### src/rtl/cix32_pipe_ctrl.sv
// CIX-32 pipeline control sequencer: turns hazard, LSU, redirect and multi-cycle
// execute events into per-stage stall/flush/bubble controls.
module cix32_pipe_ctrl #(
    parameter int FLUSH_CYCLES = 2,
    parameter int MC_CNT_W     = 6
) (
    input  logic                clk,
    input  logic                rst_n,
    input  logic                load_use_hazard,
    input  logic                mem_busy,
    input  logic                mc_start,
    input  logic [MC_CNT_W-1:0] mc_cycles,
    input  logic                redirect_req,
    input  logic [31:0]         redirect_pc,
    output logic                stall_fetch,
    output logic                stall_decode,
    output logic                stall_execute,
    output logic                stall_memory,
    output logic                flush_fetch,
    output logic                flush_decode,
    output logic                bubble_execute,
    output logic                bubble_memory,
    output logic                fetch_redirect_valid,
    output logic [31:0]         fetch_redirect_pc,
    output logic                ctrl_busy,
    output logic [1:0]          ctrl_state
);

    localparam int FCNT_W = (FLUSH_CYCLES < 1) ? 1 : $clog2(FLUSH_CYCLES + 1);

    typedef enum logic [1:0] {
        ST_RUN   = 2'd0,
        ST_MC    = 2'd1,
        ST_FLUSH = 2'd2
    } state_t;

    state_t              state;
    logic [MC_CNT_W-1:0] mcnt;
    logic [FCNT_W-1:0]   fcnt;

    logic run_accept;
    logic take_redirect;
    logic take_mc;

    // Requests are only accepted in RUN on a cycle the LSU is not holding the pipe.
    assign run_accept    = (state == ST_RUN) && !mem_busy;
    assign take_redirect = run_accept && redirect_req;
    assign take_mc       = run_accept && !redirect_req && mc_start && (mc_cycles >= MC_CNT_W'(2));

    always_ff @(posedge clk or negedge rst_n) begin
        if (!rst_n) begin
            state <= ST_RUN;
            mcnt  <= '0;
            fcnt  <= '0;
        end else begin
            case (state)
                ST_RUN: begin
                    if (take_redirect) begin
                        if (FLUSH_CYCLES > 0) begin
                            state <= ST_FLUSH;
                            fcnt  <= FCNT_W'(FLUSH_CYCLES);
                        end
                    end else if (take_mc) begin
                        state <= ST_MC;
                        mcnt  <= mc_cycles - MC_CNT_W'(1);
                    end
                end
                ST_MC: begin
                    if (!mem_busy) begin
                        if (mcnt <= MC_CNT_W'(1)) begin
                            state <= ST_RUN;
                            mcnt  <= '0;
                        end else begin
                            mcnt <= mcnt - MC_CNT_W'(1);
                        end
                    end
                end
                ST_FLUSH: begin
                    // The flush window is time-based, so it runs down through LSU stalls too.
                    if (fcnt <= FCNT_W'(1)) begin
                        state <= ST_RUN;
                        fcnt  <= '0;
                    end else begin
                        fcnt <= fcnt - FCNT_W'(1);
                    end
                end
                default: begin
                    state <= ST_RUN;
                    mcnt  <= '0;
                    fcnt  <= '0;
                end
            endcase
        end
    end

    always_comb begin
        stall_fetch          = 1'b0;
        stall_decode         = 1'b0;
        stall_execute        = 1'b0;
        stall_memory         = 1'b0;
        flush_fetch          = 1'b0;
        flush_decode         = 1'b0;
        bubble_execute       = 1'b0;
        bubble_memory        = 1'b0;
        fetch_redirect_valid = 1'b0;

        case (state)
            ST_MC: begin
                stall_fetch   = 1'b1;
                stall_decode  = 1'b1;
                stall_execute = 1'b1;
                bubble_memory = !mem_busy;
            end
            ST_FLUSH: begin
                flush_fetch = 1'b1;
            end
            default: begin
                if (!mem_busy) begin
                    if (redirect_req) begin
                        fetch_redirect_valid = 1'b1;
                        flush_fetch          = 1'b1;
                        flush_decode         = 1'b1;
                        bubble_execute       = 1'b1;
                    end else if (!mc_start && load_use_hazard) begin
                        stall_fetch    = 1'b1;
                        stall_decode   = 1'b1;
                        bubble_execute = 1'b1;
                    end
                end
            end
        endcase

        // An LSU stall freezes every stage and overrides any bubble insertion.
        if (mem_busy) begin
            stall_fetch    = 1'b1;
            stall_decode   = 1'b1;
            stall_execute  = 1'b1;
            stall_memory   = 1'b1;
            bubble_execute = 1'b0;
            bubble_memory  = 1'b0;
        end
    end

    assign fetch_redirect_pc = redirect_pc;
    assign ctrl_busy         = (state == ST_MC) || (state == ST_FLUSH);
    assign ctrl_state        = state;

endmodule

### config.mk
export PLATFORM = sky130hd
export DESIGN_NAME = cix32_pipe_ctrl
export DESIGN_NICKNAME = d
export VERILOG_FILES = /design/src/rtl/cix32_pipe_ctrl.sv
export SDC_FILE = /design/constraint.sdc
export NUM_CORES = 1
export LEC_CHECK = 0
export CELL_PAD_IN_SITES_DETAIL_PLACEMENT = 1
export CELL_PAD_IN_SITES_GLOBAL_PLACEMENT = 1
export CORE_ASPECT_RATIO = 0.9
export CORE_MARGIN = 8
export CORE_UTILIZATION = 25
export CTS_BUF_LIST = sky130_fd_sc_hd__clkbuf_8
export DETAILED_ROUTE_END_ITERATION = 8
export PLACE_DENSITY_LB_ADDON = 0.1
export SYNTH_ARGS = -nofsm -noshare
export SYNTH_HDL_FRONTEND = slang
export SYNTH_SLANG_ARGS = --single-unit
### constraint.sdc
create_clock -name clk -period 4.1 [get_ports clk]
set_input_delay 0.41 -clock clk [delete_from_list [all_inputs] [get_ports clk]]
set_output_delay 0.41 -clock clk [all_outputs]
set_load 0.005 [all_outputs]
==> results.yml <==
timing:
  timing.final.ws_setup_ns: 1.56
  grt_setup_unrepaired: "false"
  setup-tns-final_ns: 0
  setup_viol: 0
  finalHoldViolations: 0
  worst_slew_pin_slew_ns: 0.522
  fin_crit_ns: 2.54
  slew_headroom_pct: 65.2
  drv_slew: 0
  skew_ns: 0.00317
  min_period_over_period_pct: 61.9
  max_clock_freq_mhz: 394
min_path:
  hold_class: "in -> async"
clock_tree:
  cts_root_buf: "clkbuf_8"
  cts_hold_buf: 0
  tritoncts.num_buffers: 3
  clockBufferDepth: 2
  clock_sinks: 10
  cts_resized: 0
  cts_tree: "yes"
  cts_setup_buffers: 0
  clkTransAtPathRegs_ns: 0.05
  clock_latency_ns: 0.24
  htreeDepth: 1
global_route:
  grt_max_degree: 15
  grt_use_total_pct: 8.68
  grt_pass1_wl_um: 4920
  first_global_vias: 996
  antenna_found_initial: 0
  grt.overflow.total: 0
die:
  die_w_um: 87.3
  die-height_um: 80.2
  rows: 23
  core_sq_um: 4430
  io_pins: 88
  initial_core_util_pct: 25.8
  dieArea_sq_um: 7000
synth:
  yosysWarnings: 0
  synth-edff-count: 0
  syn_area_sq_um: 1140
  async_flop_share_pct: 100
  synth_top_area_cell: "buf_4"
  yosysMostFrequentCell: "buf_4"
  syn_nets: 186
  syn_area_per_cell_sq_um: 8.48
  synth.distinct_cells: 43
  ys_ff_latch: 10
  ys_seq_area_share_pct: 21.9
  syn_inst: 135
  synth.top_cell.area_share_pct: 23.0
  ys_top_cells_by_area: "buf_4 23%, dfrtp_1 22%, ha_1 7.7%"
  synth_top_cells_by_count: "35 x buf_4, 12 x inv_1, 10 x dfrtp_1, 7 x ha_1"
  synthFlopType: "dfrtp_1"
detailed_routing:
  routedWlPerCell_um: 15.8
  vias: 892
  drc: 0
  ant_nets: 0
  drt-initial-drc-count: 34
  dr.pass1.iters: 3
  wl_um: 2930
  viasPerCell: 4.80
layout:
  design_area_sq_um: 1220
  multi_input_area_sq_um: 557
  fin_nets: 176
  fin_util_pct: 27.5
  num_antenna_cells: 0
  fill_cells: 548
  stdcell_count: 186
  layout-drive-gt1-share_pct: 10.5
  syn_to_final_growth_pct: 6.45
  final-seq-area_sq_um: 250
place:
  dpl_cell_area_sq_um: 1160
  hpwl_um: 2320
  gp_congestion: 0.724
  dp_slack_ns: 1.55
  dpl.cell_count: 182
  io_buffers: 23
power_and_ir_drop:
  leakagePower_nw: 0.497
  powerDensity_nw_per_um2: 654
  vdd_drop_max_mv: 0.236
worst_setup_path:
  path_cells: "inv_1 -> ha_1 -> o41ai_1 -> clkdlybuf4s50_1"
  worst_setup_path_start_kind: "flip-flop"
  critPathMaxStageDelay_ns: 0.58
  cp.arrival_ns: 2.13
  worst_setup_path_end_kind: "output pin"
  worstSetupPathType: "reg -> out"
  worst_ep_required_time_ns: 3.69
  cpMaxStageDelayCell: "clkdlybuf4s50_1"
  crit_path_max_fanout: 6
run:
  maxCapViolations: 0
run_status:
  run_status: "completed"
[cells in the final DEF (no fill, tap or decap), types with 2 or more instances in the layout]
| cell | count |
|---|---|
| clkdlybuf4s50_1 | 23 |
| inv_1 | 12 |
| dfrtp_1 | 10 |
| ha_1 | 7 |
| nor2_1 | 6 |
| a21oi_1 | 6 |
| nand2_1 | 6 |
| a22o_1 | 5 |
| clkbuf_8 | 4 |
| o22ai_1 | 3 |
| xnor2_1 | 3 |
| o21ai_0 | 3 |
| a21o_1 | 2 |
| nor3_1 | 2 |
| nor2b_1 | 2 |
| or3_1 | 2 |
| o221ai_1 | 2 |
| o32ai_1 | 2 |
[metal layers]
metal  wire [um]  up-vias  GRT usage, %
met5           0        -             0
met4          55        0          5.15
met3         193       14          1.94
met2        1290       42          12.9
met1        1390      428          11.2
li1            -      408             -
[sequential cells by signal, summed over array words and instances, names as in the netlist]
register / flops
mcnt: 6
ctrl_state: 2
fcnt: 2
[worst max-delay path, delay by kind of cell, from the launching register on]
family / cells / cell delay (ns)
AO/OA/AOI/OAI: 1 / 0.45
adder cells (fa/ha/maj): 1 / 0.37
buffers and inverters: 2 / 0.66
flip-flops: 1 / 0.40
[logic make-up (layout without fill, tap and decap cells)]
kind of cell / count (synthesis) / count (layout) / synth area share, %
fa+ha+maj: 7 / 7 / 7.65
xor+xnor: 4 / 4 / 3.06
flops: 10 / 10 / 21.9
mux: 1 / 1 / 0.874
buf+inv: 51 / 40 / 29.5
simple gates: 28 / 28 / 13.4
compound gates: 34 / 34 / 23.6
[layout make-up]
| class | instances | area share (%) |
|---|---|---|
| Tap cell | 62 | 6.37 |
| Sequential cell | 10 | 20.5 |
| Clock buffer | 4 | 4.52 |
| Timing Repair Buffer | 23 | 18.9 |
| Multi-Input combinational cell | 74 | 45.7 |
| Inverter | 13 | 4.00 |
[final timing paths]
path | cells past startpoint | startpoint | to | slack, ns
max | 4 | ctrl_state[0] | stall_fetch | 1.56
min | 1 | rst_n | mcnt[5] | 0.51
max reg2reg | 6 | ctrl_state[1] | mcnt[2] | 1.92
min reg2reg | 1 | mcnt[1] | mcnt[1] | 0.55
max in group asynchronous | 1 | rst_n | fcnt[1] | 3.25
min in group clk | 1 | mcnt[1] | mcnt[1] | 0.55
[stage by stage]
stage / power (W) / hold WS (ns)
2_1_floorplan: 0.000538 / 0.114
3_3_place_gp: 0.000677 / 0.543
3_5_place_dp: 0.000677 / 0.538
4_1_cts: 0.000809 / 0.534
5_1_grt: 0.000871 / 0.546
6_report: 0.000797 / 0.510
[report_power, final]
group | leakage, nW | internal [W] | switching [W] | total [W]
clock | 0.0288 | 0.0000847 | 0.0000428 | 0.000128
combinational | 0.336 | 0.000221 | 0.000253 | 0.000474
sequential | 0.132 | 0.000144 | 0.0000512 | 0.000195
Power figures use the tool's default switching activity.
